File: config.mk
export PLATFORM = sky130hd
export DESIGN_NAME = cpu_sequencer
export DESIGN_NICKNAME = d
export VERILOG_FILES = /design/src/rtl/cpu_seq_pkg.sv /design/src/rtl/cpu_seq_decode.sv /design/src/rtl/cpu_sequencer.sv
export SDC_FILE = /design/constraint.sdc
export NUM_CORES = 1
export LEC_CHECK = 0
export BUFFER_PORTS_ARGS = -buffer_cell sky130_fd_sc_hd__clkbuf_2
export CORE_MARGIN = 2
export CORE_UTILIZATION = 50
export DETAILED_ROUTE_END_ITERATION = 6
export PLACE_DENSITY = 0.79
export SYNTH_ARGS = -nofsm -noshare
export SYNTH_HDL_FRONTEND = slang
export SYNTH_HIERARCHICAL = 1
export SYNTH_SLANG_ARGS = --single-unit
File: constraint.sdc
create_clock -name clk -period 2.5 [get_ports clk]
set_clock_uncertainty 0.05 [all_clocks]
set_input_delay 0 -clock clk [delete_from_list [all_inputs] [get_ports clk]]
set_output_delay 0 -clock clk [all_outputs]
set_load 0.005 [all_outputs]
File: src/rtl/cpu_seq_pkg.sv
// cpu_seq_pkg
//   Shared definitions for the instruction sequencer of the 4-register
//   processing unit: opcode and FSM state enums, instruction field offsets,
//   control-word bit positions and the control-word packing helper.
//   No ports (package).
package cpu_seq_pkg;

  // Control word layout: {FS[4:0], A[1:0], B[1:0], D[1:0], MB_S, MD_S, Write}
  localparam int CW_W      = 14;
  localparam int CW_WRITE  = 0;
  localparam int CW_MD_S   = 1;
  localparam int CW_MB_S   = 2;
  localparam int CW_D_LSB  = 3;
  localparam int CW_B_LSB  = 5;
  localparam int CW_A_LSB  = 7;
  localparam int CW_FS_LSB = 9;

  // Instruction layout {op, fs, d, a, b, imm}: offsets are measured from the
  // bit just above the N-bit immediate, so they hold for any data width.
  localparam int IF_B_OFS  = 0;
  localparam int IF_A_OFS  = 2;
  localparam int IF_D_OFS  = 4;
  localparam int IF_FS_OFS = 6;
  localparam int IF_OP_OFS = 11;

  typedef enum logic [2:0] {
    OP_NOP    = 3'd0,
    OP_ALU_RR = 3'd1,
    OP_ALU_RI = 3'd2,
    OP_LOAD   = 3'd3,
    OP_STORE  = 3'd4,
    OP_REP    = 3'd5,
    OP_SKIPZ  = 3'd6,
    OP_HALT   = 3'd7
  } opcode_e;

  typedef enum logic [2:0] {
    ST_FETCH   = 3'd0,
    ST_LOAD_W  = 3'd1,
    ST_STORE_W = 3'd2,
    ST_REP     = 3'd3,
    ST_FLAG_W  = 3'd4,
    ST_HALT    = 3'd5
  } state_e;

  function automatic logic [CW_W-1:0] pack_ctrl(
    input logic [4:0] fs,
    input logic [1:0] a,
    input logic [1:0] b,
    input logic [1:0] d,
    input logic       mb_s,
    input logic       md_s,
    input logic       wr
  );
    logic [CW_W-1:0] w;
    w                    = '0;
    w[CW_FS_LSB +: 5]    = fs;
    w[CW_A_LSB  +: 2]    = a;
    w[CW_B_LSB  +: 2]    = b;
    w[CW_D_LSB  +: 2]    = d;
    w[CW_MB_S]           = mb_s;
    w[CW_MD_S]           = md_s;
    w[CW_WRITE]          = wr;
    return w;
  endfunction

endpackage

File: src/rtl/cpu_seq_decode.sv
// cpu_seq_decode
//   Purely combinational instruction decoder. Splits an instruction into its
//   fields and reports what the sequencer should do if it executes it.
//   Ports:
//     instr      in   IW  encoded instruction {op, fs, d, a, b, imm}
//     next_state out      FSM state to enter after the accept edge
//     ctrl       out  14  control word to present in the following cycle
//     const_val  out  N   constant-input value for the following cycle
//     count      out  N   repeat count (REP only, else 0)
module cpu_seq_decode
  import cpu_seq_pkg::*;
#(
  parameter int N  = 4,
  parameter int IW = 14 + N
) (
  input  logic [IW-1:0]   instr,
  output state_e          next_state,
  output logic [CW_W-1:0] ctrl,
  output logic [N-1:0]    const_val,
  output logic [N-1:0]    count
);

  opcode_e      op;
  logic [4:0]   fs;
  logic [1:0]   a;
  logic [1:0]   b;
  logic [1:0]   d;
  logic [N-1:0] imm;

  assign op  = opcode_e'(instr[N+IF_OP_OFS +: 3]);
  assign fs  = instr[N+IF_FS_OFS +: 5];
  assign d   = instr[N+IF_D_OFS  +: 2];
  assign a   = instr[N+IF_A_OFS  +: 2];
  assign b   = instr[N+IF_B_OFS  +: 2];
  assign imm = instr[N-1:0];

  always_comb begin
    next_state = ST_FETCH;
    ctrl       = '0;
    const_val  = '0;
    count      = '0;
    case (op)
      OP_ALU_RR: ctrl = pack_ctrl(fs, a, b, d, 1'b0, 1'b0, 1'b1);
      OP_ALU_RI: begin
        ctrl      = pack_ctrl(fs, a, b, d, 1'b1, 1'b0, 1'b1);
        const_val = imm;
      end
      OP_LOAD: begin
        // Write is overridden by ld_valid while waiting for the data
        ctrl       = pack_ctrl(fs, a, b, d, 1'b0, 1'b1, 1'b0);
        next_state = ST_LOAD_W;
      end
      OP_STORE: begin
        ctrl       = pack_ctrl(fs, a, b, d, 1'b0, 1'b0, 1'b0);
        next_state = ST_STORE_W;
      end
      OP_REP: begin
        // A zero count degenerates to a NOP
        if (imm != '0) begin
          ctrl       = pack_ctrl(fs, a, b, d, 1'b0, 1'b0, 1'b1);
          count      = imm;
          next_state = ST_REP;
        end
      end
      OP_SKIPZ: next_state = ST_FLAG_W;
      OP_HALT:  next_state = ST_HALT;
      default:  ;
    endcase
  end

endmodule

File: src/rtl/cpu_sequencer.sv
// cpu_sequencer
//   Instruction-driven control unit for the 4-register processing unit.
//   Accepts instructions on a valid/ready handshake and drives the datapath
//   control word cycle by cycle, sequencing load, store, repeat, skip and
//   halt operations.
//   Ports:
//     clk, rst_n          clock (rising edge), synchronous active-low reset
//     instr_valid/instr   instruction offer; instr_ready accepts (FETCH only)
//     ld_valid/ld_ready   external load data handshake
//     st_valid/st_ready   store handshake
//     flags_in            registered datapath flags (zero flag at Z_BIT)
//     ctrl_word           {FS, A, B, D, MB_S, MD_S, Write}
//     const_out           constant input used when MB_S=1
//     halted              HALT executed, only reset leaves
module cpu_sequencer
  import cpu_seq_pkg::*;
#(
  parameter int N     = 4,
  parameter int IW    = 14 + N,
  parameter int Z_BIT = 0
) (
  input  logic            clk,
  input  logic            rst_n,
  input  logic            instr_valid,
  input  logic [IW-1:0]   instr,
  output logic            instr_ready,
  input  logic            ld_valid,
  output logic            ld_ready,
  output logic            st_valid,
  input  logic            st_ready,
  input  logic [N-1:0]    flags_in,
  output logic [CW_W-1:0] ctrl_word,
  output logic [N-1:0]    const_out,
  output logic            halted
);

  state_e          state_q, state_d;
  logic [CW_W-1:0] ctrl_q, ctrl_d;
  logic [N-1:0]    const_q, const_d;
  logic [N-1:0]    counter_q, counter_d;
  logic            skip_q, skip_d;

  state_e          dec_state;
  logic [CW_W-1:0] dec_ctrl;
  logic [N-1:0]    dec_const;
  logic [N-1:0]    dec_count;

  // Only the zero flag steers sequencing; the other flags pass by.
  logic unused_flags;
  assign unused_flags = ^flags_in;

  cpu_seq_decode #(
    .N  (N),
    .IW (IW)
  ) u_decode (
    .instr      (instr),
    .next_state (dec_state),
    .ctrl       (dec_ctrl),
    .const_val  (dec_const),
    .count      (dec_count)
  );

  // State register
  always_ff @(posedge clk) begin
    if (!rst_n) begin
      state_q   <= ST_FETCH;
      ctrl_q    <= '0;
      const_q   <= '0;
      counter_q <= '0;
      skip_q    <= 1'b0;
    end else begin
      state_q   <= state_d;
      ctrl_q    <= ctrl_d;
      const_q   <= const_d;
      counter_q <= counter_d;
      skip_q    <= skip_d;
    end
  end

  // Next-state and next-register logic
  always_comb begin
    state_d   = state_q;
    ctrl_d    = ctrl_q;
    const_d   = '0;
    counter_d = counter_q;
    skip_d    = skip_q;
    case (state_q)
      ST_FETCH: begin
        ctrl_d = '0;
        if (instr_valid) begin
          if (skip_q) begin
            // Consume the instruction without executing it
            skip_d = 1'b0;
          end else begin
            state_d   = dec_state;
            ctrl_d    = dec_ctrl;
            const_d   = dec_const;
            counter_d = dec_count;
          end
        end
      end
      ST_LOAD_W: begin
        if (ld_valid) begin
          state_d = ST_FETCH;
          ctrl_d  = '0;
        end
      end
      ST_STORE_W: begin
        if (st_ready) begin
          state_d = ST_FETCH;
          ctrl_d  = '0;
        end
      end
      ST_REP: begin
        // counter holds the number of Write cycles left including this one
        if (counter_q == N'(1)) begin
          state_d   = ST_FETCH;
          ctrl_d    = '0;
          counter_d = '0;
        end else begin
          counter_d = counter_q - N'(1);
        end
      end
      ST_FLAG_W: begin
        state_d = ST_FETCH;
        ctrl_d  = '0;
        if (flags_in[Z_BIT]) skip_d = 1'b1;
      end
      ST_HALT: begin
        ctrl_d = '0;
      end
      default: begin
        state_d = ST_FETCH;
        ctrl_d  = '0;
      end
    endcase
  end

  // Outputs
  always_comb begin
    instr_ready = 1'b0;
    ld_ready    = 1'b0;
    st_valid    = 1'b0;
    halted      = 1'b0;
    ctrl_word   = ctrl_q;
    const_out   = const_q;
    case (state_q)
      ST_FETCH:   instr_ready = 1'b1;
      ST_LOAD_W: begin
        ld_ready            = 1'b1;
        // Register write happens in the same cycle the data shows up
        ctrl_word[CW_WRITE] = ld_valid;
      end
      ST_STORE_W: st_valid = 1'b1;
      ST_HALT:    halted   = 1'b1;
      default:    ;
    endcase
  end

endmodule

Word-level counts from Yosys, hierarchy flattened
Index checks and enable logic that the tools add are counted.
Word-level totals
  bits in registers: 26
  bits in latches: 0
  bits in writable memories: 0
  memory bits (read-only): 0
  input bits: 27
  output and inout port bits: 22
  word-level logic and storage cells: 69
  memories kept: 0
Operators by class
  add/subtract/negate cells: 1
  multipliers: 0
  divide/modulo/power cells: 0
  $lt $le $gt $ge: 0
  eq/ne operators: 19
  shift-type cells: 0
  multiplexer cells: 30
  bitwise gates (word level): 5
  reductions and logical operators: 9
Operators by type and width (count)
  14-bit two-way mux: 6
  14-bit one-hot mux with 5 select lines: 1
  14-bit one-hot mux with 4 select lines: 1
  3-bit one-hot mux with 5 select lines: 2
  4-bit two-way mux: 5
  3-bit equality test, second input constant: 6
  3-bit two-way mux: 5
  3-bit by 2-bit equality test with 1-bit output, second input constant: 4
  2-bit != test, second input constant: 6
  3-bit AND reduction: 3
  4-bit one-hot mux with 2 select lines: 1
  1-bit two-way mux: 7
  3-bit by 1-bit equality test with 1-bit output, second input constant: 2
  6-bit AND reduction: 1
  1-bit NOT: 5
  5-bit OR reduction: 1
  4-bit by 1-bit equality test with 1-bit output, second input constant: 1
  2-bit nonzero test: 2
  4-bit nonzero test: 1
  4-bit by 1-bit subtractor with 4-bit output, second input constant: 1
  3-bit logical NOT: 1
  2-bit two-way mux: 1
  1-bit one-hot mux with 2 select lines: 1

Depth between registers and ports, before layout
Gate-level depths: netlist of run 1.
  depth in word-level cells: 6
  gate-level depth with buffers: 7
  gate-level depth less buffers: 6

Cells and area by module
The synthesis of run 1 kept the hierarchy.
Modules (own cells, without submodules)
  cpu_sequencer: times used 1, cells an instance 120, area an instance 1211.2 um^2
  cpu_seq_decode: times used 1, cells an instance 43, area an instance 344.1 um^2

Worst setup path after synthesis of run 1
OpenSTA, ideal clock, no wires.
  path type: register -> register
  start: register state_q[0]
  end: register counter_q[2]
  arrival: 1.488 ns
  slack: 0.845 ns
  stages on the path, launching flop included: 6
  buffers on the path: 1
  period minus slack after synthesis: 1.655 ns
  path through: dfxtp_1 > buf_6 > or4b_4 > a21oi_4 > o21ai_1 > a32o_1
On the way
  cells in the longest elaborated chain, start to end: 3
  elaborated cells between the ends (all ways): 7
  classes of those cells: eq/ne (3); mux (1); reduce/logical (3)
Ends and longest elaborated chain
  start, declared: RTL line cpu_sequencer.sv:37  | state_e state_q, state_d;
  start signal, assigned: RTL line cpu_sequencer.sv:72  | state_q <= state_d;
  3-bit by 2-bit equality test with 1-bit output or 3-bit logical NOT (tied branches): RTL line cpu_sequencer.sv:87  | case (state_q)
  2-bit nonzero test (no source line) or 2-bit != test (tied branches)
  3-bit AND reduction (no source line)
  end signal, assigned: RTL line cpu_sequencer.sv:75  | counter_q <= counter_d;
  end, declared: RTL line cpu_sequencer.sv:40  | logic [N-1:0] counter_q, counter_d;
Several ways; a longest one is shown, not always the timed one.
A chain may end at the register's enable or synchronous reset.

Worst setup path in the final report of run 1
  start: input instr[3]
  end: register ctrl_q[8]
On the way
  cells in the longest elaborated chain, start to end: 6
Ends and longest elaborated chain
  start, declared: RTL line cpu_sequencer.sv:25  | input logic [IW-1:0] instr,
  4-bit nonzero test: RTL line cpu_seq_decode.sv:59  | if (imm != '0) begin
  14-bit two-way mux: RTL line cpu_seq_decode.sv:59
  14-bit one-hot mux with 5 select lines: RTL line cpu_seq_decode.sv:42  | case (op)
  named net dec_ctrl[8]: RTL line cpu_sequencer.sv:44  | logic [CW_W-1:0] dec_ctrl;
  14-bit two-way mux: RTL line cpu_sequencer.sv:91  | if (skip_q) begin
  14-bit two-way mux: RTL line cpu_sequencer.sv:90  | if (instr_valid) begin
  14-bit one-hot mux with 4 select lines: RTL line cpu_sequencer.sv:87
  end signal, assigned: RTL line cpu_sequencer.sv:73  | ctrl_q <= ctrl_d;
  end, declared: RTL line cpu_sequencer.sv:38  | logic [CW_W-1:0] ctrl_q, ctrl_d;
The timed path passes the listed nets, and every way through them passes these cells.

==> impl_metrics.csv, run 1 <==
group,metric,value,unit
synthesis,synth.avg_cell_area,9.54,µm²
synthesis,async_reset_ff_share,0,%
finish,drive_above_1_share,35.1,%
place,gp_congestion,0.841,
synthesis,synthAdderAreaFrac,3.22,%
pwr,p_int,605,µW
synthesis,synth_cell_type_count,47,
critical_path,critPathKind,"in2reg",
sta,fmax,505,MHz
drt,antenna_left,0,
critical_path,arrival,2170,ps
synthesis,synth-seq-cells,26,
grt,top_usage_layer,"met2",
critical_path,critPathMaxStageDelay,570,ps
sta,tightest_slew,592,ps
finish,syn2layout_area_growth,20.1,%
clock_tree,cts_tree,"built",
pwr,peakVddDrop,0.224,mV
grt,grt-ovfl-total,0,
clock_tree,clk_latency,340,ps
drt,wire_per_inst,14.8,µm
drt,viasPerCell,5.73,
sta,period_share,79.3,%
critical_path,crit_buf_inv,3,
drt,vias,1382,
grt,antenna_found_initial,0,
place,hpwlAfterDp,2.42,mm
min_path,hp-class,"in2reg",
grt,grt_max_degree,17,
clock_tree,cts_max_path_buffers,2,
clock_tree,htree_levels,1,
clock_tree,cts_made_buffers,3,
sta,setup_tns,0,ps
synthesis,synthXorXnorAreaFrac,0,%
critical_path,crit_slowest_cell,"or4_4",
sta,slew_violations,0,
grt,use_met2,39.3,%
die,start_util,51.8,%
die,die_x,59.8,µm
pwr,power.density,446,mW/mm²
critical_path,cp-start-kind,"input pin",
critical_path,worstPathRequired,2690,ps
die,core_area,0.00300,mm²
finish,fin_cells,241,
die,die_y,59.8,µm
synthesis,synth_cells,163,
synthesis,synth-compound-area-share,29.8,%
drt,first_pass_iters,4,
critical_path,end_kind,"flip-flop",
run_status,run_status,"complete, no violations",
critical_path,critPathTopFamily,"buffers and inverters",
pwr,leakage,0.838,nW
sta,hold_viol,0,
critical_path,worstPathCellList,"dlygate4sd3_1, clkbuf_2, or4_4, o211ai_2, buf_4, a21boi_2, a22o_1",
pwr,pwr-share-comb,20.7,%
finish,diodes,0,
grt,met1_usage,22.0,%
finish,final_nets,240,
drt,drc,0,
die,pin_count,49,
synthesis,synthMuxAreaShare,0.724,%
clock_tree,cts.reportedPaths.clkPinSlew,140,ps
grt,grt_util_met3,4.55,%
place,port_buffers,45,
drt,drtIter0Drc,83,
synthesis,synth_nets,194,
grt,groute.usage.overall,21.4,%
synthesis,yosys.area_share.simple,20.0,%
pwr,p_clk_share,26.7,%
sta,rsz0062_at_grt,"no",
synthesis,yosys_most_used_dff,"dfxtp_1",
synthesis,ys_seq_area_share,33.5,%
grt,grt_pass1_vias,1366,
critical_path,crit_fanout,7,
sta,period_needed,1980,ps
place,dp.cells,221,
die,rows,20,
synthesis,synth_top_family_by_area,"compound AO/OA/AOI/OAI gates",
pwr,swShare,27.3,%
sta,slew_headroom,60.5,%
synthesis,syn-cell-area,0.00156,mm²
pwr,power.switching,228,µW
drt,finalWirelength,3.56,mm
clock_tree,root_buffer,"clkbuf_4",
grt,grt_pass1_wl,5.78,mm
sta,finalSetupViolCount,0,
synthesis,yosysWarnings,6,
synthesis,synth_edf_count,0,
die,dieArea,0.00357,mm²
run,max_cap_viol_count,0,
clock_tree,clock-sinks,26,
pwr,pwr-share-seq,52.6,%
-- layout by cell type, fill, tap and decap left out, drive strengths merged, types with 6 or more instances in the layout --
| cell type | n |
|---|---|
| clkbuf | 49 |
| dfxtp | 26 |
| nand2 | 7 |
| a21boi | 12 |
| and2 | 6 |
| and3 | 8 |
| a21oi | 8 |
| dlygate4sd3 | 16 |
| inv | 7 |
| a22o | 14 |
-- Yosys cell counts, types with 2 or more instances --
library cell	instances	area, µm²
buf_2	3	15.0
buf_4	14	105
a211oi_1	2	15.0
o21ai_0	2	10.0
inv_1	7	26.3
nor2_1	3	11.3
nand2b_1	4	25.0
clkbuf_1	2	7.51
a21boi_2	10	113
dfxtp_1	26	521
ha_1	4	50.1
nand2_1	7	26.3
a21oi_1	7	35.0
and3_1	7	43.8
o21ai_1	2	10.0
nor2b_1	4	25.0
a22o_1	14	123
nor3_1	4	20.0
nor3b_1	3	22.5
and2_1	5	31.3
or3b_1	3	26.3
buf_6	4	45.0
a21boi_0	2	15.0
-- cell type report --
class,instances,area (µm²)
clock buffer,4,36.3
fill,255,1130
inverter,7,26.3
multi-input combinational,107,836
sequential,26,520
tap,33,41.3
timing repair buffer,64,408
-- power by group through the flow --
| stage | combinational (mW) | sequential [mW] | clock (mW) |
|---|---|---|---|
| 2_1_floorplan | 0.115 | 0.442 | 0 |
| 3_3_place_gp | 0.142 | 0.446 | 0 |
| 3_5_place_dp | 0.149 | 0.447 | 0 |
| 4_1_cts | 0.169 | 0.438 | 0.224 |
| 5_1_grt | 0.188 | 0.440 | 0.240 |
| 6_report | 0.172 | 0.438 | 0.222 |
-- worst paths after layout --
check	start	end	slack [ps]	cells after the start
max	instr[3]	ctrl_q[8]	520	7
max reg2reg	state_q[0]	ctrl_q[8]	670	4
min reg2reg	ctrl_q[1]	ctrl_q[1]	440	1
min	flags_in[0]	skip_q	10	4
-- registers in the layout, indices dropped and copies added, names as in the netlist --
name and cells:
ctrl_q 14, state_q 3, const_out 4, skip_q 1, counter_q 4
-- worst reg2reg max path: stages (launching register included) --
cell and delay (ps):
dfxtp_1 590, nand3b_2 270, o21ba_2 370, o21a_2 320, a22o_1 190
-- logic make-up after synthesis --
logic type / count (synthesis)
flops: 26
buf+inv: 30
compound gates: 54
mux: 1
simple gates: 48
fa+ha+maj: 4
-- metrics by stage --
step	hold WS, ps	power (mW)	utilization, %	setup WS [ps]	instance area, µm²
6_report	9.77	0.833	62.2	519	1870
5_1_grt	21.3	0.868	62.2	467	1870
4_1_cts	11.6	0.832	62.2	555	1870
3_5_place_dp	288	0.596	55.7	718	1670
3_3_place_gp	276	0.588	55.7	771	1670
2_1_floorplan	79.8	0.556	-	845	1560
-- per-layer routing --
metal / up-vias / part of all wire (%)
met5: - / 0
met4: 0 / 3.4
met3: 16 / 5.6
met2: 58 / 50
met1: 639 / 41
li1: 669 / -
-- repair_timing --
action                                 4_1_cts  5_1_grt
endpoints found under the hold margin       16        0
buffers inserted                             0        0
hold buffers                                16        0
gates resized for setup                      0        0
Power figures use the tool's default switching activity.
==> run 2, diff against run 1 <==
--- a/config.mk
+++ b/config.mk
@@ -7,9 +7,9 @@
 export LEC_CHECK = 0
 export BUFFER_PORTS_ARGS = -buffer_cell sky130_fd_sc_hd__clkbuf_2
 export CORE_MARGIN = 2
-export CORE_UTILIZATION = 50
+export CORE_UTILIZATION = 46
 export DETAILED_ROUTE_END_ITERATION = 6
-export PLACE_DENSITY = 0.79
+export PLACE_DENSITY = 0.77
 export SYNTH_ARGS = -nofsm -noshare
 export SYNTH_HDL_FRONTEND = slang
 export SYNTH_HIERARCHICAL = 1
==> constraint.sdc (replaced) <==
create_clock -name clk -period 1.7 [get_ports clk]
set_clock_uncertainty 0.05 [all_clocks]
set_input_delay 0 -clock clk [delete_from_list [all_inputs] [get_ports clk]]
set_output_delay 0 -clock clk [all_outputs]
set_load 0.005 [all_outputs]
==> run 2 against run 1 <==
The run now ends with negative hold slack left. Die area is 8.1% higher. Clock power is 94% higher. Global-route usage is 4.2 points lower. Register-to-register slack worse by 560 ps. Cell count is 8.3% higher. Clock-buffer cell count is 1 lower. Non-clock buffer count is 7 higher. First-iteration DRC count is 18% lower. Routed wire length is 11% lower. Total power is 61% higher. Via count is 2.0% lower.
==> impl_metrics.csv, run 2 (synthesis gave the netlist of run 1 again) <==
group,metric,value,unit
min_path,hp-class,"in2reg",
finish,fillers,277,
drt,antenna_left,0,
drt,finalWirelength,3.16,mm
die,rows,21,
die,dieArea,0.00386,mm²
clock_tree,cts_max_path_buffers,2,
grt,grt_pass1_wl,5.61,mm
finish,multi_input_area,852,µm²
grt,use_met2,28.7,%
finish,seq_area,524,µm²
finish,largest_register_ffs,14,
finish,stdcell_area,0.00200,mm²
finish,final_nets,247,
grt,antenna_found_initial,0,
run_status,violations,"negative hold slack",
sta,slew_violations,0,
critical_path,crit_cells,7,
run_status,run_status,"finished with violations",
sta,period_share,98.0,%
critical_path,critPathKind,"in2reg",
clock_tree,clock-sinks,26,
finish,final_cell_mix,"clkbuf_2 (45), dfxtp_1 (23), a22o_1 (14), dlygate4sd3_1 (14), a21boi_2 (10)",
clock_tree,root_buffer,"clkbuf_4",
clock_tree,cts.reportedPaths.clkPinSlew,140,ps
finish,layout_commonest_cell,"clkbuf_2",
critical_path,critPathMaxStageDelay,560,ps
grt,top_usage_layer,"met2",
critical_path,arrival,1860,ps
die,core_area,0.00328,mm²
sta,rsz0062_at_grt,"no",
grt,groute.usage.overall,17.2,%
pwr,total_power,1.34,mW
critical_path,reg2regPathDepth,4,
place,gp_congestion,0.735,
critical_path,crit_buf_inv,3,
finish,syn2layout_area_growth,28.4,%
critical_path,crit_fanout,4,
critical_path,cp-start-kind,"input pin",
clock_tree,cts_made_buffers,3,
grt,grt_max_degree,17,
pwr,peakVddDrop,0.267,mV
grt,grt-ovfl-total,0,
sta,period_needed,1670,ps
clock_tree,clk_latency,330,ps
clock_tree,htree_levels,1,
clock_tree,cts_tree,"built",
finish,drive_above_1_share,40.5,%
finish,regMostFlops,"ctrl_q",
die,die_x,62.1,µm
grt,grt_pass1_vias,1292,
sta,finalSetupViolCount,0,
drt,vias,1354,
die,start_util,47.4,%
drt,drtIter0Drc,68,
place,hpwlAfterDp,2.27,mm
place,placed_area,0.00178,mm²
critical_path,end_kind,"flip-flop",
die,pin_count,49,
finish,diodes,0,
drt,wire_per_inst,12.1,µm
finish,final_util,60.8,%
pwr,power.density,673,mW/mm²
sta,setup_tns,0,ps
run,max_cap_viol_count,0,
critical_path,crit_slowest_cell,"or4_4",
grt,grt_util_met3,1.81,%
min_path,worstHoldPathCells,3,
drt,viasPerCell,5.19,
clock_tree,post-cts-setup-buffer-count,0,
sta,tightest_slew,355,ps
place,port_buffers,45,
critical_path,worstPathRequired,1890,ps
grt,met1_usage,23.0,%
sta,hold_viol,1,
place,dp.cells,243,
sta,slew_headroom,76.3,%
pwr,leakage,0.900,nW
critical_path,critPathTopFamily,"buffers and inverters",
sta,fmax,600,MHz
sta,hold_ws,-0.0278,ps
critical_path,worstPathCellList,"dlygate4sd3_1, clkbuf_2, or4_4, o211ai_2, buf_4, a21boi_0, a22o_1",
finish,fin_cells,261,
drt,drc,0,
die,die_y,62.1,µm
drt,first_pass_iters,4,
==> run 2: cell types whose count changed in the layout (fill, tap and decap cells not counted), sizes merged <==
cell	delta
buf	+9
dlygate4sd3	-2
bufinv	+1
clkbuf	-1
==> run 2: metrics by stage <==
| stage | setup slack (ps) | hold WS (ps) |
|---|---|---|
| final | 34.1 | -0.0278 |
| after CTS | 27.2 | 1.56 |
| after detailed placement | 102 | 290 |
| after global placement | 116 | 286 |
| after global routing | 5.19 | 4.14 |
| after floorplan | 44.5 | 79.8 |
==> run 2: final timing paths <==
kind               from  slack (ps)      endpoint
max            instr[3]          30    ctrl_q[13]
min            instr[1]       -0.03  const_out[1]
max reg2reg  state_q[0]         110  counter_q[2]
min reg2reg   ctrl_q[2]         440     ctrl_q[2]
==> run 2: layout make-up <==
| type | count | share of cell area [%] |
|---|---|---|
| clock buffer | 3 | 1.13 |
| clock inverter | 1 | 1.50 |
| inverter | 7 | 1.32 |
| multi-input combinational | 107 | 42.7 |
| sequential | 26 | 26.3 |
| tap | 46 | 2.88 |
| timing repair buffer | 71 | 24.2 |
==> run 2: where the power goes <==
group | internal, mW | switching [mW] | leakage [nW] | total (mW)
Sequential | 0.628 | 0.0146 | 0.212 | 0.642
Combinational | 0.149 | 0.122 | 0.660 | 0.271
Clock | 0.239 | 0.191 | 0.0279 | 0.430
==> run 2: worst register-to-register path: stages (launching register included) <==
cell and delay [ps]:
dfxtp_2 380, or4b_4 550, a21oi_4 220, o21ai_1 90, a32o_1 200
==> run 2: layer usage <==
layer | share of wire, % | vias up
met3 | 3.7 | 8
met5 | 0 | -
met1 | 47 | 631
met2 | 46 | 29
met4 | 2.4 | 0
li1 | - | 686
==> run 2: timing repair <==
item	CTS	global route
gates cloned	0	0
hold endpoints to repair	13	0
setup endpoints to repair	1	18
gates resized for setup	1	6
hold buffers	14	0
